--- src/rtl/barrett_reduce.sv ---
// rtl/barrett_reduce.sv - three-stage Barrett reduction of a 16-bit product modulo an 8-bit Q
//
// Ports:
//   clock, reset            single clock, asynchronous active-high reset
//   in_data/in_valid/in_ready     16-bit product stream in
//   out_data/out_valid/out_ready  8-bit residue stream out
//   busy                    any pipeline stage holds a valid item
//   out_err (BARRETT_RANGE_CHECK_EN only)  item was larger than (Q-1)^2
//
// Optional feature macro: BARRETT_RANGE_CHECK_EN

module barrett_reduce #(
    parameter int Q  = 251,
    parameter int MU = 261
) (
    input  logic        clock,
    input  logic        reset,
    input  logic [15:0] in_data,
    input  logic        in_valid,
    output logic        in_ready,
    output logic [7:0]  out_data,
    output logic        out_valid,
    input  logic        out_ready,
`ifdef BARRETT_RANGE_CHECK_EN
    output logic        out_err,
`endif
    output logic        busy
);

    localparam logic [7:0] Q_C  = 8'(Q);
    localparam logic [8:0] MU_C = 9'(MU);

    logic        v1, v2, v3;
    logic [24:0] t1;
    logic [9:0]  c1;
    logic [9:0]  r2;
    logic [7:0]  d3;
    logic        advance;

    // Single stall signal for the whole pipe: it moves only when the last
    // stage is empty or being drained this cycle.
    assign advance  = ~v3 | out_ready;
    assign in_ready = advance;

    // Stage 1: estimate product. Only the low 10 bits of the input are kept,
    // since the remainder is known to fit in 10 bits and the subtraction is
    // therefore exact modulo 2^10.
    logic [24:0] t_next;
    assign t_next = {9'b0, in_data} * {16'b0, MU_C};

    // Stage 2: quotient estimate and raw remainder (always below 3Q).
    logic [8:0] qhat;
    logic [9:0] qq;
    logic [9:0] r_next;
    assign qhat   = t1[24:16];
    assign qq     = {1'b0, qhat} * {2'b0, Q_C};
    assign r_next = c1 - qq;

    logic unused_t_lo;
    assign unused_t_lo = &{1'b0, t1[15:0]};

    // Stage 3: up to two conditional subtractions bring r into [0, Q).
    logic [9:0] r_a;
    logic [9:0] r_b;
    assign r_a = (r2  >= {2'b0, Q_C}) ? r2  - {2'b0, Q_C} : r2;
    assign r_b = (r_a >= {2'b0, Q_C}) ? r_a - {2'b0, Q_C} : r_a;

    always_ff @(posedge clock or posedge reset) begin
        if (reset) begin
            v1 <= 1'b0;
            v2 <= 1'b0;
            v3 <= 1'b0;
            t1 <= '0;
            c1 <= '0;
            r2 <= '0;
            d3 <= '0;
        end else if (advance) begin
            v1 <= in_valid & in_ready;
            v2 <= v1;
            v3 <= v2;
            t1 <= t_next;
            c1 <= in_data[9:0];
            r2 <= r_next;
            d3 <= r_b[7:0];
        end
    end

`ifdef BARRETT_RANGE_CHECK_EN
    localparam logic [15:0] ERR_LIMIT = 16'((Q - 1) * (Q - 1));
    logic e1, e2, e3;

    always_ff @(posedge clock or posedge reset) begin
        if (reset) begin
            e1 <= 1'b0;
            e2 <= 1'b0;
            e3 <= 1'b0;
        end else if (advance) begin
            e1 <= in_data > ERR_LIMIT;
            e2 <= e1;
            e3 <= e2;
        end
    end

    assign out_err = e3;
`endif

    assign out_valid = v3;
    assign out_data  = d3;
    assign busy      = v1 | v2 | v3;

endmodule

--- config.mk ---
export PLATFORM = sky130hd
export DESIGN_NAME = barrett_reduce
export DESIGN_NICKNAME = d
export VERILOG_FILES = /design/src/rtl/barrett_reduce.sv
export SDC_FILE = /design/constraint.sdc
export NUM_CORES = 1
export LEC_CHECK = 0
export ABC_AREA = 1
export CAP_MARGIN = 10
export CORE_MARGIN = 2
export CORE_UTILIZATION = 45
export CTS_BUF_LIST = sky130_fd_sc_hd__clkbuf_4
export CTS_CLUSTER_SIZE = 12
export DETAILED_ROUTE_END_ITERATION = 10
export MAX_ROUTING_LAYER = met4
export PLACE_DENSITY = 0.62
export SLEW_MARGIN = 15
export SYNTH_ARGS = -nofsm -noshare
export SYNTH_HDL_FRONTEND = slang
export SYNTH_SLANG_ARGS = --single-unit
--- constraint.sdc ---
create_clock -name clock -period 9.2 [get_ports clock]
set_input_delay 2.76 -clock clock [delete_from_list [all_inputs] [get_ports clock]]
set_output_delay 2.76 -clock clock [all_outputs]
set_load 0.005 [all_outputs]
# Yosys cells after proc, flatten, opt, wreduce, memory -nomap -nowiden
# Cells that the tools add are included.
word_totals:
  output_inout_bits: 11
  word_cells: 21
  romBits: 0
  regBits: 56
  latchBits: 0
  ramBits: 0
  n_memories: 0
op_classes:
  reduce_logical: 0
  eq_ne: 0
  n_div: 0
  shifts: 0
  bitwise: 5
  magnitude_cmp: 2
  n_addsub: 3
  n_mul: 2
  mux: 2
op_table:
  columns: ["op", "n"]
  rows:
  - ["$mul A16 B9 Y25 const B", 1]
  - ["$ge A10 B8 Y1 const B", 2]
  - ["$mul A9 B8 Y10 const B", 1]
  - ["$mux W10", 1]
  - ["$sub A10 B10 Y10", 1]
  - ["$sub A10 B8 Y10 const B", 1]
  - ["$mux W8", 1]
  - ["$sub A8 B8 Y8 const B", 1]
  - ["$or A1 B1 Y1", 3]
  - ["$and A1 B1 Y1", 1]
  - ["$not A1 Y1", 1]

# Longest topological paths before layout
depth:
  word_depth: 4
  mapped_depth: 19
  mapped_depth_nobuf: 19

# Worst setup path after synthesis
# No wires, ideal clock.
synth_timing:
  path_type: "input-to-output"
  start: "input port out_ready"
  end: "output port in_ready"
  cell_stages: 3
  n_path_buf: 1
  t_arrival_ns: 3.229
  slack_ns: 3.211
  path_cell_list: "nor2_1 > inv_1 > buf_2"
synth_between:
  elab_chain_len: 1
synth_lines:
  columns: ["item", "line_no", "source"]
  rows:
  - ["start, declared", "23", "input logic out_ready,"]
  - ["$or A1 B1 Y1", "42", "assign advance = ~v3 | out_ready;"]
  - ["end, declared", "20", "output logic in_ready,"]
# Every way passes these cells.

# Final worst setup path
# Same ends and word-level chain as after synthesis.

==> flow_summary.json <==
{
  "status": "complete, no violations",
  "vias": 4147,
  "synth_compound_area_share_pct": 7.658,
  "slew_viol_final": 0,
  "tns_ns": 0,
  "die_area_mm2": 0.01208,
  "reg2reg_to": "r2[9]$_DFFE_PP0N_",
  "cp_max_fo": 32,
  "cts_buffer_depth": 2,
  "yosysUniqueCellTypes": 35,
  "first_global_vias": 4186,
  "syn2layout_area_growth_pct": 10.16,
  "start_kind": "input port",
  "wl_per_cell_um": 12.26,
  "crit_type": "input port to primary output",
  "synth_fp_nets": 801,
  "start_util_pct": 46.37,
  "grt_pass1_wl_mm": 18.22,
  "critical_path_arrival_ns": 4.17,
  "worst_hold_path.endpoint": "out_data[6]$_DFFE_PP0N_",
  "required_ns": 6.44,
  "portBuffers": 30,
  "synth-warning-count": 0,
  "hold_depth": 2,
  "hold_buffers": 0,
  "syn_area_per_cell_um2": 7.661,
  "n_fill_cell": 1101,
  "post-cts-setup-buffers": 0,
  "wirelength_mm": 10.19,
  "core_area_mm2": 0.01089,
  "grt_max_degree": 50,
  "drc": 0,
  "fin_crit_sh_pct": 75.31,
  "period_needed_ns": 6.929,
  "ioPinCount": 31,
  "skew_ns": 0.01359,
  "antenna_found_initial": 0,
  "die_y_um": 109.9,
  "gp_congestion": 0.8073,
  "hp-class": "flop to flop",
  "reg2reg_depth": 15,
  "cts_buffers": 5,
  "synth_area_mm2": 0.005049,
  "diodes": 0,
  "multi_input_area_mm2": 0.003518,
  "synth-seq-cells": 40,
  "hold_viol_final": 0,
  "netlist_instances": 659,
  "final-setup-viol-count": 0,
  "fp.dieW_um": 109.9,
  "synth_top_family_by_area": "adder cells",
  "drtPass1Iterations": 4,
  "r2r_start": "t1[17]$_DFFE_PP0N_",
  "dp_hpwl_mm": 8.500,
  "drive_gt1_share_pct": 4.776,
  "path_clk_slew_ns": 0.13,
  "tightest_slew_ns": 0.4967,
  "final-seq-area_mm2": 0.001001,
  "synth_edf_count": 0,
  "drt_iter0_markers": 203,
  "worstSkewPairLatency_ns": 0.36,
  "htreeDepth": 2,
  "track_usage_pct": 19.38,
  "yosys.area_share.simple_pct": 23.52,
  "cts_root_buffer": "clkbuf_4",
  "worst_setup_path_end_kind": "primary output",
  "r2r_slack_ns": 5.06,
  "rsz0062_at_grt": "false",
  "synth-seq-area-share_pct": 19.83,
  "relSlewSlack_pct": 66.89,
  "vias_per_cell": 4.990,
  "fin_nets": 832,
  "ys.flop_type": "dfrtp_1",
  "clock_sinks": 40,
  "max_clock_freq_mhz": 144.3,
  "min_from": "out_data[6]$_DFFE_PP0N_",
  "cap_violations": 0,
  "synthAdderAreaFrac_pct": 34.99,
  "cts_resized": 0,
  "synth-xor-area-share_pct": 3.470,
  "synthArstFlopShare_pct": 100.0,
  "synthMuxAreaShare_pct": 0,
  "drtAntennaViolNets": 0,
  "cts_tree": "built",
  "gr-total-overflow": 0,
  "rows": 38
}
## synth_stat cells, types with 2 or more instances
library cell / instances / area share, %
or2_2: 2 / 0.25
xor2_1: 11 / 1.9
nand2_1: 166 / 12
inv_2: 4 / 0.30
nor2_1: 28 / 2.1
nor3_1: 2 / 0.20
nand3_1: 37 / 3.7
a21o_1: 5 / 0.74
nand3b_1: 2 / 0.30
nand2_4: 2 / 0.45
fa_1: 32 / 13
nand2_2: 7 / 0.87
ha_1: 90 / 22
a21oi_1: 23 / 2.3
clkbuf_1: 5 / 0.37
nand4_1: 13 / 1.6
xnor2_1: 9 / 1.6
buf_2: 2 / 0.20
inv_1: 126 / 9.4
o21ai_0: 34 / 3.4
dfrtp_1: 40 / 20
nor4_1: 2 / 0.25
nor2_4: 3 / 0.67
o22ai_1: 3 / 0.37
## flip-flops by register name, indices dropped and copies added, names as in the netlist
signal	cells
v1	1
out_valid	1
r2	10
v2	1
out_data	8
c1	8
t1	11
## cells by family after synthesis
family	count (synthesis)
compound gates	70
xor+xnor	20
fa+ha+maj	122
buf+inv	139
flops	40
simple gates	268
## worst max-delay path by stage
stage,from,endpoint,slack (ns)
after floorplan,out_ready,in_ready,3.21
after global placement,out_ready,in_ready,2.31
after detailed placement,out_ready,in_ready,2.27
after CTS,out_ready,in_ready,2.26
after global routing,out_ready,in_ready,2.21
final,out_ready,in_ready,2.27
## metal layers
| metal | vias to the layer above | part of all wire, % | GRT usage [%] |
|---|---|---|---|
| li1 | 2148 | - | - |
| met1 | 1937 | 46 | 23.55 |
| met2 | 53 | 50 | 34.49 |
| met3 | 9 | 2.5 | 2.312 |
| met4 | 0 | 1.3 | 4.159 |
| met5 | - | 0 | - |
## cell type report
class / instances / share of cell area, %
Tap cell: 140 / 3.150
Inverter: 130 / 8.774
Clock buffer: 5 / 0.6749
Multi-Input combinational cell: 480 / 63.26
Sequential cell: 40 / 18.00
Clock inverter: 3 / 0.3375
Timing Repair Buffer: 33 / 5.804
## critical path, stage by stage
cell and delay [ns]:
clkdlybuf4s50_1 0.42, nor2_2 0.11, buf_4 0.31, inv_1 0.10, clkdlybuf4s50_1 0.47
## metrics by stage
| step | hold slack, ns | area, µm² | util (%) | std cells | worst slack [ns] |
|---|---|---|---|---|---|
| after global routing | 0.5327 | 5562 | 51.08 | 831 | 2.212 |
| after CTS | 0.5001 | 5562 | 51.08 | 831 | 2.263 |
| after detailed placement | 0.4670 | 5505 | 50.56 | 823 | 2.269 |
| after floorplan | 0.4485 | 5049 | - | 659 | 3.211 |
| after global placement | 0.4568 | 5505 | 50.56 | 823 | 2.307 |
| final | 0.5043 | 5562 | 51.08 | 831 | 2.271 |
## cell usage in the layout (no fill, tap or decap), types with 13 or more instances in the layout
cell,instances
a21oi_1,23
nor2_1,27
fa_1,32
inv_1,126
clkdlybuf4s50_1,30
dfrtp_1,40
o21ai_0,34
nand4_1,13
nand2_1,166
ha_1,90
nand3_1,37
Power is not shown: default switching activity piles up to over one toggle a cycle in this logic, so the estimate is an artifact.
